--- config.mk ---
export PLATFORM = sky130hd
export DESIGN_NAME = ocm_table_streamer
export DESIGN_NICKNAME = d
export VERILOG_FILES = /design/src/rtl/serdes_ocm_pkg.sv /design/src/rtl/ocm_rd_align.sv /design/src/rtl/ocm_table_streamer.sv
export SDC_FILE = /design/constraint.sdc
export NUM_CORES = 1
export LEC_CHECK = 0
export CORE_MARGIN = 2
export CORE_UTILIZATION = 30
export DETAILED_ROUTE_END_ITERATION = 10
export PLACE_DENSITY = 0.65
export SKIP_LAST_GASP = 1
export SYNTH_ARGS = -nofsm -noshare
export SYNTH_HDL_FRONTEND = slang
export SYNTH_HIERARCHICAL = 1
export SYNTH_SLANG_ARGS = --single-unit
--- constraint.sdc ---
create_clock -name clk -period 7.85 [get_ports clk]
set_clock_uncertainty 0.05 [all_clocks]
set_input_delay 1.57 -clock clk [delete_from_list [all_inputs] [get_ports clk]]
set_output_delay 1.57 -clock clk [all_outputs]
set_load 0.005 [all_outputs]
--- src/rtl/serdes_ocm_pkg.sv ---
// rtl/serdes_ocm_pkg.sv - shared OCM geometry, table layout and streamer state/tag types
package serdes_ocm_pkg;

  localparam int OCM_DATA_W = 64;
  localparam int OCM_ADDR_W = 14;

  // Table layout shared with noise_128_wrapper and ISI_channel_ocm
  localparam int NOISE_BASE_DEF  = 0;
  localparam int NOISE_WORDS_DEF = 128;
  localparam int CHAN_BASE_DEF   = 128;
  localparam int CHAN_WORDS_DEF  = 4;

  typedef enum logic [2:0] {
    IDLE   = 3'd0,
    N_RD   = 3'd1,
    N_WAIT = 3'd2,
    C_RD   = 3'd3,
    C_WAIT = 3'd4,
    FIN    = 3'd5
  } ocm_state_e;

  // sel: 0 = noise client, 1 = channel client
  typedef struct packed {
    logic       valid;
    logic [7:0] idx;
    logic       sel;
  } rd_tag_t;

endpackage

--- src/rtl/ocm_rd_align.sv ---
// rtl/ocm_rd_align.sv - RD_LAT-deep tag pipe lining up issue strobes with OCM read data
module ocm_rd_align
  import serdes_ocm_pkg::*;
#(
  parameter int RD_LAT = 1
) (
  input  logic    clk,
  input  logic    rstn,
  input  rd_tag_t tag_in,
  output rd_tag_t tag_out
);

  rd_tag_t pipe [RD_LAT];

  always_ff @(posedge clk) begin
    if (!rstn) begin
      for (int i = 0; i < RD_LAT; i++) pipe[i] <= '0;
    end else begin
      pipe[0] <= tag_in;
      for (int i = 1; i < RD_LAT; i++) pipe[i] <= pipe[i-1];
    end
  end

  assign tag_out = pipe[RD_LAT-1];

endmodule

--- src/rtl/ocm_table_streamer.sv ---
// rtl/ocm_table_streamer.sv - OCM table sequencer: noise table then channel table, with done_wait handshakes
// Optional per-client XOR checksums under OCM_TABLE_STREAMER_CHECKSUM_EN.
module ocm_table_streamer
  import serdes_ocm_pkg::*;
#(
  parameter int ADDR_W      = OCM_ADDR_W,
  parameter int DATA_W      = OCM_DATA_W,
  parameter int RD_LAT      = 1,
  parameter int NOISE_BASE  = NOISE_BASE_DEF,
  parameter int NOISE_WORDS = NOISE_WORDS_DEF,
  parameter int CHAN_BASE   = CHAN_BASE_DEF,
  parameter int CHAN_WORDS  = CHAN_WORDS_DEF,
  parameter int TIMEOUT     = 1024
) (
  input  logic              clk,
  input  logic              rstn,
  input  logic              start,
  output logic [ADDR_W-1:0] mem_addr,
  input  logic [DATA_W-1:0] mem_rdata,
  output logic [DATA_W-1:0] mem_data,
  output logic              load_mem_n,
  output logic [7:0]        location_n,
  input  logic              done_wait_n,
  output logic              load_mem_c,
  output logic [7:0]        location_c,
  input  logic              done_wait_c,
  output logic              busy,
  output logic              all_done,
  output logic              timeout_err
`ifdef OCM_TABLE_STREAMER_CHECKSUM_EN
  ,
  output logic [DATA_W-1:0] csum_n,
  output logic [DATA_W-1:0] csum_c
`endif
);

  localparam int WAIT_W = (TIMEOUT > 1) ? $clog2(TIMEOUT) : 1;

  ocm_state_e        state;
  logic [8:0]        rd_cnt;
  logic [WAIT_W-1:0] wait_cnt;
  logic [8:0]        cur_words;
  logic              in_rd;
  logic              issue;
  logic              rd_last;
  logic              wait_done;
  rd_tag_t           tag_in;
  rd_tag_t           tag_out;
  logic              strobe_n;
  logic              strobe_c;
  logic [DATA_W-1:0] mem_data_q;

  assign in_rd     = (state == N_RD) || (state == C_RD);
  assign cur_words = (state == C_RD) ? 9'(CHAN_WORDS) : 9'(NOISE_WORDS);
  assign issue     = in_rd && (rd_cnt < cur_words);
  // Stay in RD until the last issued word has come out of the align pipe
  assign rd_last   = in_rd && (rd_cnt == cur_words + 9'(RD_LAT - 1));
  assign wait_done = (state == N_WAIT) ? done_wait_n : done_wait_c;

  always_ff @(posedge clk) begin
    if (!rstn) begin
      state       <= IDLE;
      rd_cnt      <= '0;
      wait_cnt    <= '0;
      mem_addr    <= '0;
      busy        <= 1'b0;
      all_done    <= 1'b0;
      timeout_err <= 1'b0;
    end else begin
      case (state)
        IDLE: begin
          if (start) begin
            state       <= N_RD;
            busy        <= 1'b1;
            all_done    <= 1'b0;
            timeout_err <= 1'b0;
            rd_cnt      <= '0;
            mem_addr    <= ADDR_W'(NOISE_BASE);
          end
        end
        N_RD, C_RD: begin
          rd_cnt <= rd_cnt + 9'd1;
          if (issue && (rd_cnt != cur_words - 9'd1)) mem_addr <= mem_addr + 1'b1;
          if (rd_last) begin
            state    <= (state == N_RD) ? N_WAIT : C_WAIT;
            wait_cnt <= '0;
          end
        end
        N_WAIT, C_WAIT: begin
          if (wait_done) begin
            if (state == N_WAIT) begin
              state    <= C_RD;
              rd_cnt   <= '0;
              mem_addr <= ADDR_W'(CHAN_BASE);
            end else begin
              state <= FIN;
            end
          end else if (wait_cnt == WAIT_W'(TIMEOUT - 1)) begin
            timeout_err <= 1'b1;
            state       <= FIN;
          end else begin
            wait_cnt <= wait_cnt + 1'b1;
          end
        end
        FIN: begin
          busy     <= 1'b0;
          all_done <= !timeout_err;
          state    <= IDLE;
        end
        default: state <= IDLE;
      endcase
    end
  end

  assign tag_in = '{valid: issue, idx: rd_cnt[7:0], sel: (state == C_RD)};

  ocm_rd_align #(.RD_LAT(RD_LAT)) u_rd_align (
    .clk     (clk),
    .rstn    (rstn),
    .tag_in  (tag_in),
    .tag_out (tag_out)
  );

  assign strobe_n   = tag_out.valid && !tag_out.sel;
  assign strobe_c   = tag_out.valid && tag_out.sel;
  assign load_mem_n = strobe_n;
  assign load_mem_c = strobe_c;
  assign location_n = strobe_n ? tag_out.idx : 8'd0;
  assign location_c = strobe_c ? tag_out.idx : 8'd0;
  assign mem_data   = tag_out.valid ? mem_rdata : mem_data_q;

  always_ff @(posedge clk) begin
    if (!rstn) mem_data_q <= '0;
    else       mem_data_q <= mem_data;
  end

`ifdef OCM_TABLE_STREAMER_CHECKSUM_EN
  always_ff @(posedge clk) begin
    if (!rstn) begin
      csum_n <= '0;
      csum_c <= '0;
    end else if ((state == IDLE) && start) begin
      csum_n <= '0;
      csum_c <= '0;
    end else begin
      if (strobe_n) csum_n <= csum_n ^ mem_rdata;
      if (strobe_c) csum_c <= csum_c ^ mem_rdata;
    end
  end
`endif

endmodule
# Yosys cells after proc, flatten, opt, wreduce, memory -nomap -nowiden

Memories as Yosys holds them, arrays and structs flattened.
Cells that the tools add are included.

Flip-flop bits (word level): 103
Memory bits (writable): 10
Bits of input ports: 69
Memories: 1

Add/sub/neg operators: 4
Order comparisons: 1
Equal/unequal tests: 17
Multiplexer cells: 36
Reductions and logical operators: 22

Memories:

| memory          | words | width | read ports | clocked after memory_dff | write ports | line               | text |
|---|---|---|---|---|---|---|---|
| u_rd_align.pipe | 1     | 10    | 1          | 0                        | 1           | ocm_rd_align.sv:13 | `rd_tag_t pipe [RD_LAT];` |

Operators with widths:

| kind                                             | number |
|---|---|
| 2-to-1 mux 64 bit                                | 1 |
| 2-to-1 mux 14 bit                                | 4 |
| case mux 14 bit (3 select lines)                 | 1 |
| 2-to-1 mux 10 bit                                | 4 |
| 2-to-1 mux 9 bit                                 | 3 |
| case mux 9 bit (3 select lines)                  | 1 |
| 2-to-1 mux 8 bit                                 | 3 |
| case mux 10 bit (2 select lines)                 | 1 |
| 2-to-1 mux 3 bit                                 | 6 |
| != test 2 bit, second input constant             | 8 |
| adder 14 x 1 -> 14 bit, second input constant    | 1 |
| AND reduction 4 bit                              | 3 |
| adder 10 x 1 -> 10 bit, second input constant    | 1 |
| == test 10 bit, second input constant            | 1 |
| OR reduction 10 bit                              | 1 |
| adder 9 x 1 -> 9 bit, second input constant      | 1 |
| == test 9 x 8 -> 1 bit                           | 1 |
| < comparator 9 x 8 -> 1 bit                      | 1 |
| != test 9 bit                                    | 1 |
| case mux 3 bit (3 select lines)                  | 1 |
| subtractor 8 x 1 -> 9 bit, second input constant | 1 |
| 2-to-1 mux 1 bit                                 | 8 |
| == test 3 x 2 -> 1 bit, second input constant    | 2 |
| == test 3 bit, second input constant             | 2 |
| other kinds (13)                                 | 23 |

# Depth between registers and ports, before layout

Depth in word-level cells: 7
Gate-level depth with buffers: 10
Depth with buffers taken out: 8

# By module

The synthesis kept the hierarchy.

By module, submodules not included:

| module             | times used | cells each | area each (um^2) | sequential area each (um^2) |
|---|---|---|---|---|
| ocm_table_streamer | 1          | 494        | 4713.3           | 2062.0 |
| ocm_rd_align       | 1          | 20         | 262.8            | 200.2 |

# Least setup slack after synthesis

No wires, ideal clock.

Path type: input port to output port
From: input port mem_rdata[0]
To: output port mem_data[0]
Arrival time: 1830 ps
Data required time: 6230 ps
Path slack: 4400 ps
Cell stages on the path: 1
Path through: mux2_2

Cells in the longest elaborated chain, start to end: 1

Ends and longest elaborated chain:

| element            | line                      | text |
|---|---|---|
| start: declaration | ocm_table_streamer.sv:19  | `input logic [DATA_W-1:0] mem_rdata,` |
| 2-to-1 mux 64 bit  | ocm_table_streamer.sv:130 | `assign mem_data = tag_out.valid ? mem_rdata : mem_data_q;` |
| end: declaration   | ocm_table_streamer.sv:20  | `output logic [DATA_W-1:0] mem_data,` |

Every way passes these cells.

# Worst setup path in the final report

From: input port mem_rdata[6]
To: output port mem_data[6]

The elaborated chain is that of the path after synthesis.

==> metrics.md <==
| Metric | Value |
|---|---|
| Status | finished, final reports clean |
| Critical Path RT | between 6 and 7 ns |
| Startpoint Class | primary input |
| Post-CTS setup buffers | 0 |
| Worst-skew pair later-pin latency | ~0.41 ns |
| Die width | approximately 130 µm |
| Core area | approximately 16000 µm² |
| Avg WL per Cell | 14.8 µm |
| Final hold viol count | 0 |
| Gr ovfl total | 0 |
| CP most frequent cell | clkdlybuf4s50_1 |
| CTS tree | done |
| Post-synthesis sequential area ratio | 0.455 |
| Hold buffer count at CTS | 0 |
| Yosys top cell by area | dfxtp_1 |
| # DRC | 0 |
| Input/output buffers | between 150 and 200 |
| Most frequent cells in the layout | clkdlybuf4s50_1, dfxtp_1, and2_1 |
| Post-cts sizing count | 0 |
| Clk pin slew, worst setup/hold paths | 0.06 ns |
| Hold crit path type | flip-flop to flip-flop |
| Peak per-stage delay on the critical path | 0.48 ns |
| Initial Util | 0.303 |
| Fmax | 228 MHz |
| Total track usage | 0.157 |
| Gate Count Post-Synth | ~510 |
| H-tree depth | 4 |
| Core Rows | 47 |
| Tmin final | 4.39 ns |
| Register area | roughly 2300 µm² |
| Antenna viol nets, final | 0 |
| Number of synthesized register bits | roughly 110 |
| Global-route wire length before repair | about 22000 µm |
| Post-Syn Area | about 5000 µm² |
| Max VDD drop | ~160 µV |
| Fin. max-slew vios | 0 |
| Layout cell share with drive strength beyond 1 | 0.151 |
| Worst Tran Pin Value | between 0.9 and 1 ns |
| Leakage power | 0.00284 µW |
| Ys async rst share | 0 |
| Cells along the critical path | clkdlybuf4s50_1 -> mux2_2 -> clkdlybuf4s50_1 |
| Final Util | 0.454 |
| RePlAce Congestion | approximately 0.8 |
| Largest net degree at the start of global routing | 83 |
| Setup TNS | 0 ns |
| Setup crit end kind | primary output |
| Vias in the first global route | ~4400 |
| Synth-to-layout area growth | 49.5% |
| Initial antenna violation count | 0 |
| Yosys cell types | 50 |
| ANT cells | 0 |
| Die Y | 133 µm |
| DP HPWL | 9630 µm |
| Net Count, Synth | 589 |
| Final cycle utilization of the critical path | 0.559 |
| Routed wire length | about 13000 µm |
| Crit Path Category | primary input to primary output |
| PwrDens | 282 nW/µm² |
| Number of synthesized flops with an enable pin | 0 |
| Synth area leaders | dfxtp_1, mux2_2, and2_1 |
| Multi-input logic area | between 2000 and 3000 µm² |
| Clock sink count | 113 |
| Critical path fanouts, max | 2 |
| RSZ-0062 raised after global routing | false |
| Final setup fails | 0 |
| Max_slew headroom | 0.318 |
| CTS Buffer Depth | 2 |
| Via count | about 4400 |
| Top cell type's share of synthesized area | 0.455 |
| Worst path slowest cell | clkdlybuf4s50_1 |
| Vias per std cell | between 4 and 5 |
| First-pass DRT Iterations | 4 |
| Die area | 17600 µm² |
| MaxCap Viol Count | 0 |
| Commonest non-fill, non-tap cell in the layout | clkdlybuf4s50_1 |
| Number of buffers created by CTS | 17 |
| Critical path data arrival time | approximately 2.8 ns |
| Hold_ws | around 0.43 ns |
| Main flop type after synthesis | dfxtp_1 |
| DRT iter0 DRCs | 161 |
| CTS root buf | clkbuf_16 |
| Ports | 168 |
| NumNets Final | between 700 and 800 |
| Post-Syn Area per Cell | about 9.7 µm² |
| Fill count | 1534 |
| Yosys warning count | 6 |
-- synthesized netlist by cell type, types with 3 or more instances --
master	count
dfxtp_1	113
and2_1	84
nor3_1	7
xor2_1	4
ha_1	6
a31oi_1	4
clkbuf_1	26
nand2_1	24
o31ai_1	8
nand4_1	6
o21ai_0	6
a2111oi_0	3
and3_1	12
o21a_1	3
nand3_1	17
nor2_1	25
or3_1	5
mux2_2	65
xnor2_1	4
inv_1	14
nor4_1	3
nand2b_1	3
o211ai_1	4
a21oi_1	23
or4_1	10
-- cells by family (layout without fill, tap and decap cells) --
family / after synthesis / after routing / synth area share
compound gates: 75 / 75 / 0.103
fa+ha+maj: 6 / 6 / 0.0151
buf+inv: 40 / 215 / 0.0302
mux: 67 / 67 / 0.151
simple gates: 205 / 205 / 0.232
xor+xnor: 8 / 8 / 0.0141
flops: 113 / 113 / 0.455
-- path summary, 6_finish.rpt --
check,from,to,slack [ns],depth (start not counted)
setup / recovery,mem_rdata[6],mem_data[6],3.46,3
setup reg to reg,state[2],mem_addr[7],4.57,8
hold / removal,wait_cnt[1],wait_cnt[1],0.43,2
hold reg to reg,wait_cnt[1],wait_cnt[1],0.43,2
-- area by class of cell --
| class | instances | area share |
|---|---|---|
| Clock inverter | 13 | 0.0217 |
| Tap cell | 220 | 0.0370 |
| Sequential cell | 113 | 0.304 |
| Clock buffer | 19 | 0.0595 |
| Inverter | 14 | 0.00706 |
| Multi-Input combinational cell | 361 | 0.345 |
| Timing Repair Buffer | 169 | 0.226 |
-- metal layers --
metal,GRT usage,share of wire,wire length (µm)
met1,0.194,0.45,6050
met2,0.254,0.46,6250
met3,0.0498,0.069,926
met4,0.0633,0.017,230
met5,0,0,0
-- flip-flops by register name (all words and copies together), names as in the netlist --
register / cells
u_rd_align/pipe: 10
rd_cnt: 9
state: 3
busy: 1
wait_cnt: 10
mem_data_q: 64
all_done: 1
timeout_err: 1
mem_addr: 14
-- stage by stage --
step                cell area (µm²)  setup WS [ns]  power [µW]  cells
detailed placement             6840           3.46        1330    877
finish                         7440           3.46        2100    909
floorplan                      4980           4.40        1030    514
CTS                            7440           3.46        2120    909
global placement               6840           3.44        1310    877
global route                   7440           3.39        2210    909
-- report_power, final --
group	total, µW	internal (µW)	switching, µW
sequential	679	638	41.0
combinational	634	357	278
clock	782	507	276
total	2100	1500	594
-- critical path: cells and delay by family --
family   cells  cell delay [ns]
buf+inv      2             0.92
mux          1             0.28
(Power assumes the default switching activity.)
